$ cat src/rtl/sipo_pkg.sv
// sipo_pkg: shared types and helpers for the serial-in/parallel-out receiver.
// Optional feature macro: SIPO_PARITY_EN (adds the PAR state for a trailing
// even-parity bit).
package sipo_pkg;

  // Receiver FSM states; PAR only exists when a parity bit follows each word.
`ifdef SIPO_PARITY_EN
  typedef enum logic [1:0] {
    IDLE  = 2'd0,
    SHIFT = 2'd1,
    PAR   = 2'd2
  } sipo_state_t;
`else
  typedef enum logic [0:0] {
    IDLE  = 1'b0,
    SHIFT = 1'b1
  } sipo_state_t;
`endif

  // Bit counter must hold the values 0..w inclusive.
  function automatic int sipo_cnt_width(input int w);
    return $clog2(w + 1);
  endfunction

endpackage

$ cat src/rtl/sipo_rx.sv
// sipo_rx: frames a qualified serial stream into W-bit words, MSB first.
// A word start (s) restarts framing at any time; each completed word is held
// on o and flagged by a one-cycle pulse on v.
// Optional feature macro: SIPO_PARITY_EN (one even-parity bit after each
// word, result reported on perr alongside o).
module sipo_rx
  import sipo_pkg::*;
#(
  parameter int W = 4
) (
  input  logic         clk,
  input  logic         rst,
  input  logic         i,
  input  logic         en,
  input  logic         s,
  output logic [W-1:0] o,
  output logic         v,
`ifdef SIPO_PARITY_EN
  output logic         perr,
`endif
  output logic         busy
);

  localparam int CW = sipo_cnt_width(W);

  sipo_state_t   state_reg;
  logic [W-1:0]  sr_reg;
  logic [CW-1:0] cnt_reg;

  logic [W-1:0]  shifted;
  logic [CW-1:0] cnt_next;
  logic          word_done;
  logic          take_bit;
  logic          unused_msb;

  // Shift register contents after taking the current bit at the LSB.
  // For W=1 the loop is empty and the word is just the incoming bit.
  assign shifted[0] = i;
  genvar gi;
  generate
    for (gi = 1; gi < W; gi++) begin : g_shift
      assign shifted[gi] = sr_reg[gi-1];
    end
  endgenerate

  // The MSB is shifted out, not consumed, when the word goes straight to o.
  assign unused_msb = sr_reg[W-1];

  // Decide whether this edge accepts a data bit and where the count lands.
  always_comb begin
    take_bit  = 1'b0;
    cnt_next  = cnt_reg + CW'(1);
    if (en) begin
      unique case (state_reg)
        IDLE:    take_bit = s;
        SHIFT:   take_bit = 1'b1;
        default: take_bit = s;   // PAR: only a restart takes a data bit
      endcase
    end
    // A start bit (or the first bit out of IDLE) always begins at count 1.
    if (s || state_reg == IDLE) begin
      cnt_next = CW'(1);
    end
    word_done = (cnt_next == CW'(W));
  end

  assign busy = (state_reg != IDLE);

  // Framing FSM with registered word, valid pulse and parity flag.
  always_ff @(posedge clk) begin
    if (rst) begin
      state_reg <= IDLE;
      sr_reg    <= '0;
      cnt_reg   <= '0;
      o         <= '0;
      v         <= 1'b0;
`ifdef SIPO_PARITY_EN
      perr      <= 1'b0;
`endif
    end else begin
      v <= 1'b0;
      if (take_bit) begin
        sr_reg <= shifted;
        if (word_done) begin
`ifdef SIPO_PARITY_EN
          state_reg <= PAR;
          cnt_reg   <= cnt_next;
`else
          o         <= shifted;
          v         <= 1'b1;
          state_reg <= IDLE;
          cnt_reg   <= '0;
`endif
        end else begin
          state_reg <= SHIFT;
          cnt_reg   <= cnt_next;
        end
      end
`ifdef SIPO_PARITY_EN
      else if (en && state_reg == PAR) begin
        // Parity bit accepted: deliver the word even when parity is bad.
        o         <= sr_reg;
        perr      <= (^sr_reg) ^ i;
        v         <= 1'b1;
        state_reg <= IDLE;
        cnt_reg   <= '0;
      end
`endif
    end
  end

endmodule
$ cat config.mk
export PLATFORM = sky130hd
export DESIGN_NAME = sipo_rx
export DESIGN_NICKNAME = d
export VERILOG_FILES = /design/src/rtl/sipo_pkg.sv /design/src/rtl/sipo_rx.sv
export SDC_FILE = /design/constraint.sdc
export NUM_CORES = 1
export LEC_CHECK = 0
export ABC_AREA = 1
export CORE_AREA = 4 4 41 43
export DETAILED_ROUTE_END_ITERATION = 6
export DIE_AREA = 0 0 45 47
export DONT_BUFFER_PORTS = 1
export GPL_ROUTABILITY_DRIVEN = 0
export SLEW_MARGIN = 20
export SYNTH_ARGS = -nofsm -noshare
export SYNTH_HDL_FRONTEND = slang
export SYNTH_SLANG_ARGS = --single-unit
$ cat constraint.sdc
create_clock -name clk -period 1.45 [get_ports clk]
set_clock_uncertainty 0.05 [all_clocks]
set_input_delay 0.29 -clock clk [delete_from_list [all_inputs] [get_ports clk]]
set_output_delay 0.29 -clock clk [all_outputs]
set_load 0.005 [all_outputs]
**Yosys cells after proc, flatten, opt, wreduce, memory -nomap -nowiden**

Cells that the tools add are included.

- Bits in registers: 12
- Bits of input ports: 5
- Output and inout bits: 6
- Word-level logic and storage cells: 18

- $add $sub $neg: 1
- Eq/ne operators: 1
- Mux-type cells: 6
- Bitwise logic cells: 2
- Reductions and logical operators: 3

Operators with widths:

| cell | number |
|---|---|
| 2-to-1 mux 3 bit | 2 |
| adder 3 x 1 -> 3 bit (second input constant) | 1 |
| == test 3 bit (second input constant) | 1 |
| 2-to-1 mux 1 bit | 3 |
| inverter 1 bit | 2 |
| case mux 1 bit (2 select lines) | 1 |
| AND reduction 2 bit | 1 |
| OR reduction 2 bit | 1 |
| logical OR 1 bit | 1 |

**Logic depth before layout (Yosys ltp)**

- Depth in word-level cells: 5
- Gate-level depth with buffers: 8
- Gate-level depth less buffers: 8

**Worst setup path after synthesis**

Ideal clock, no wire load.

- Path kind: flip-flop to flip-flop
- Start: reg cnt_reg[0]
- End: reg o[0]
- Library setup time: 0.058 ns
- Data arrival time: 1.067 ns
- Required time: 1.342 ns
- Slack: 0.275 ns
- Cell stages (with the launch flop): 7
- Buffers on the path: 0
- Period minus slack after synthesis: 1.175 ns
- Path through: dfxtp_1 -> ha_1 -> inv_1 -> nand3_2 -> nor2_2 -> nand3_1 -> nand2_1

- Word-level cells in the longest chain between the ends: 4

Ends and longest elaborated chain:

| item | line | text |
|---|---|---|
| start: declaration | sipo_rx.sv:28 | `logic [CW-1:0] cnt_reg;` |
| start signal: assignment | sipo_rx.sv:96 | `cnt_reg <= cnt_next;` |
| adder 3 x 1 -> 3 bit | sipo_rx.sv:52 | `cnt_next = cnt_reg + CW'(1);` |
| 2-to-1 mux 3 bit | sipo_rx.sv:61 | `if (s \|\| state_reg == IDLE) begin` |
| == test 3 bit | sipo_rx.sv:64 | `word_done = (cnt_next == CW'(W));` |
| AND reduction 2 bit (no source line) | n/a |  |
| end signal: assignment | sipo_rx.sv:89 | `o <= shifted;` |
| end: declaration | sipo_rx.sv:16 | `output logic [W-1:0] o,` |

No other way between the ends.
A chain may end at the register's enable or synchronous reset.

**Final worst setup path**

- Start: reg cnt_reg[0]
- End: reg o[1]

The elaborated chain is that of the path after synthesis.

==> run summary <==
Maxcap violations: 0
Share of the synthesized area in the top cell type: 47.9%
Critical Path RT: 1.61 ns
CTS Hold Bufs: 0
Commonest cells post-synth: dfxtp_1, nor2_1, nand2_1, nand3_1
RSZ-0062 raised after global routing: false
Worst path cell trace: ha_1, inv_1, nand3_2, nor2_2, nand3_1, nand2_1
Max clock buf depth: 2
Relative slew slack: 76.1%
Post-synth ARST share: 0%
GRT Util Overall: 10.6%
P per Cell Area: 1180 mW/mm^2
DR pass1 iterations: 4
Number of global-route vias before repair: 388
Starting Density: 38.6%
Htree depth: 1
Critical Path Max Stage Delay: 0.35 ns
Leakage: 0.242 nW
Final Instance Area: 557 sq um
Via density: 5.07
Worst setup SP type: flop
Syn_nets: 70
Post-synthesis compound-gate area fraction: 10.5%
Synth Cell Area: 502 sq um
Final WL: 940 microns
Die area: 0.00212 sq mm
First-pass GRT wire length: 1560 microns
Post-Synth Simple-Gate Area: 33.9%
Worst reg2reg path startpoint: cnt_reg[0]$_SDFFE_PP0P_
Slew @ Worst Pin: 0.356 ns
Max Slew Vio Count: 0
Synth Area in XOR/XNOR: 0%
Synth Area in Adders: 2.49%
Core ar.: 0.00130 sq mm
Mapped Cells: 64
Critical Path End Type: flop
Yosys cell types: 18
CTS sink count: 12
Detail Route Antenna Nets: 0
Initial antenna violation count: 0
Max VDD drop: 0.416 mV
Clock transition at the registers of the reported paths: 0.07 ns
Residual DRC count: 0
Yosys Warn Count: 0
Setup crit start: cnt_reg[0]$_SDFFE_PP0P_
Area after DPL: 520 sq um
Top-count cell post-synth: dfxtp_1
CTS tree: built
DR iter-0 viols: 9
Period utilization: 89.1%
Die W: 45 microns
CP max FO: 4
Inserted Diodes: 0
Worst Hold Launch: rst
Gr ovfl total: 0
Largest family of logic cells by synthesized area: simple AND/OR/NAND/NOR gates
IO buf count: 0
Worst min-delay path category: input pin to flop
Crit path arrival time: 1.46 ns
Std-Cell Rows: 13
Nets: 75
DR WL/cell: 11.3 microns
Mux cell area share after synthesis: 0%
Synth-to-Final Area Change: 11.0%
Post-synth EDFFs: 0
Worst-skew pair later-pin latency: 0.27 ns
Synth area leaders: dfxtp_1, nand3_1, nor2_1, nand2_1, nand3_2
Setup bufs post-CTS: 0
Status: finished clean
Critical path class: flop to flop
Minimum clock period after layout: 1.29 ns
Largest net degree at the start of global routing: 11
Fmax: 0.774 GHz
Vias: 421
Sequential element share of the synthesized area: 47.9%
Slowest-stage cell, CP: dfxtp_1
Root Driver: clkbuf_4
IO Pins: 11
Predominant post-synthesis flop cell: dfxtp_1
Hpwl dp: 724 microns
Max FFs per register: 4
# setup viols final: 0
Average size of a mapped cell: 7.84 sq um
CTS-repair resized insts: 0
Final hold violation count: 0
TritonCTS buffer count: 3
Layout cells sized above 1: 16.2%
Yosys top cell by area: dfxtp_1
Sum Neg Setup Slack: 0 ns
Yosys reg bits: 12
Pwr Total: 659 uW
DIE HEIGHT: 47 microns
## cell type report
class / count / area, sq um
well taps: 15 / 18.8
flip-flops and latches: 12 / 240
multi-input cells: 45 / 235
inverters: 7 / 26.3
clock buffers: 4 / 36.3
fillers: 148 / 744
## cell families (layout without fill, tap and decap cells)
family          Yosys count  after routing
fa+ha+maj                 1              1
buf+inv                   7             11
compound gates            9              9
flops                    12             12
simple gates             35             35
## worst paths after layout
check / end / slack [ns] / cells after the start
worst max-delay path: o[1]$_SDFFE_PP0P_ / 0.16 / 6
worst min-delay path: cnt_reg[1]$_SDFFE_PP0P_ / 0.03 / 1
worst max register to register: o[1]$_SDFFE_PP0P_ / 0.16 / 6
worst min register to register: cnt_reg[1]$_SDFFE_PP0P_ / 0.42 / 2
## layer usage
metal / part of all wire (%) / wire length, microns / GRT usage (%) / vias up
li1: - / - / - / 219
met3: 3.5 / 33 / 3.83 / 2
met1: 44 / 409 / 9.93 / 195
met5: 0 / 0 / 0 / -
met4: 1.1 / 10 / 7.02 / 0
met2: 52 / 486 / 19.2 / 5
## critical path, delay by kind of cell, from the launching register on
kind	cells	cell delay (ns)
adder cells (fa/ha/maj)	1	0.33
AND/OR/NAND/NOR	4	0.43
buffers and inverters	1	0.08
flip-flops	1	0.35
## per-stage QoR
step / hold slack (ns) / setup slack, ns / cells / utilization, %
CTS: 0.0233 / 0.158 / 83 / 42.8
finish: 0.0317 / 0.158 / 83 / 42.8
global route: 0.0200 / 0.0416 / 83 / 42.8
global placement: 0.310 / 0.181 / 79 / 40.0
floorplan: 0.309 / 0.275 / 64 / -
detailed placement: 0.312 / 0.173 / 79 / 40.0
## placed cells by master, fill, tap and decap left out
master / instances
inv_1: 4
ha_1: 1
nand3_1: 9
nor2_4: 1
dfxtp_1: 12
clkbuf_4: 3
o211a_1: 1
nand2_1: 9
o21ai_1: 1
nor2_2: 1
o21ai_0: 4
clkbuf_8: 1
a21oi_1: 2
inv_2: 2
nand2_2: 1
clkinv_1: 1
nor2_1: 11
nand3_2: 2
o21a_1: 1
nand4_1: 1
## power breakdown
group          internal, mW  switching [mW]  leakage (nW)
sequential            0.343          0.0124        0.0980
combinational        0.0163          0.0284         0.123
clock                 0.152           0.106        0.0210
No activity file was read; power rests on OpenSTA's default activity.
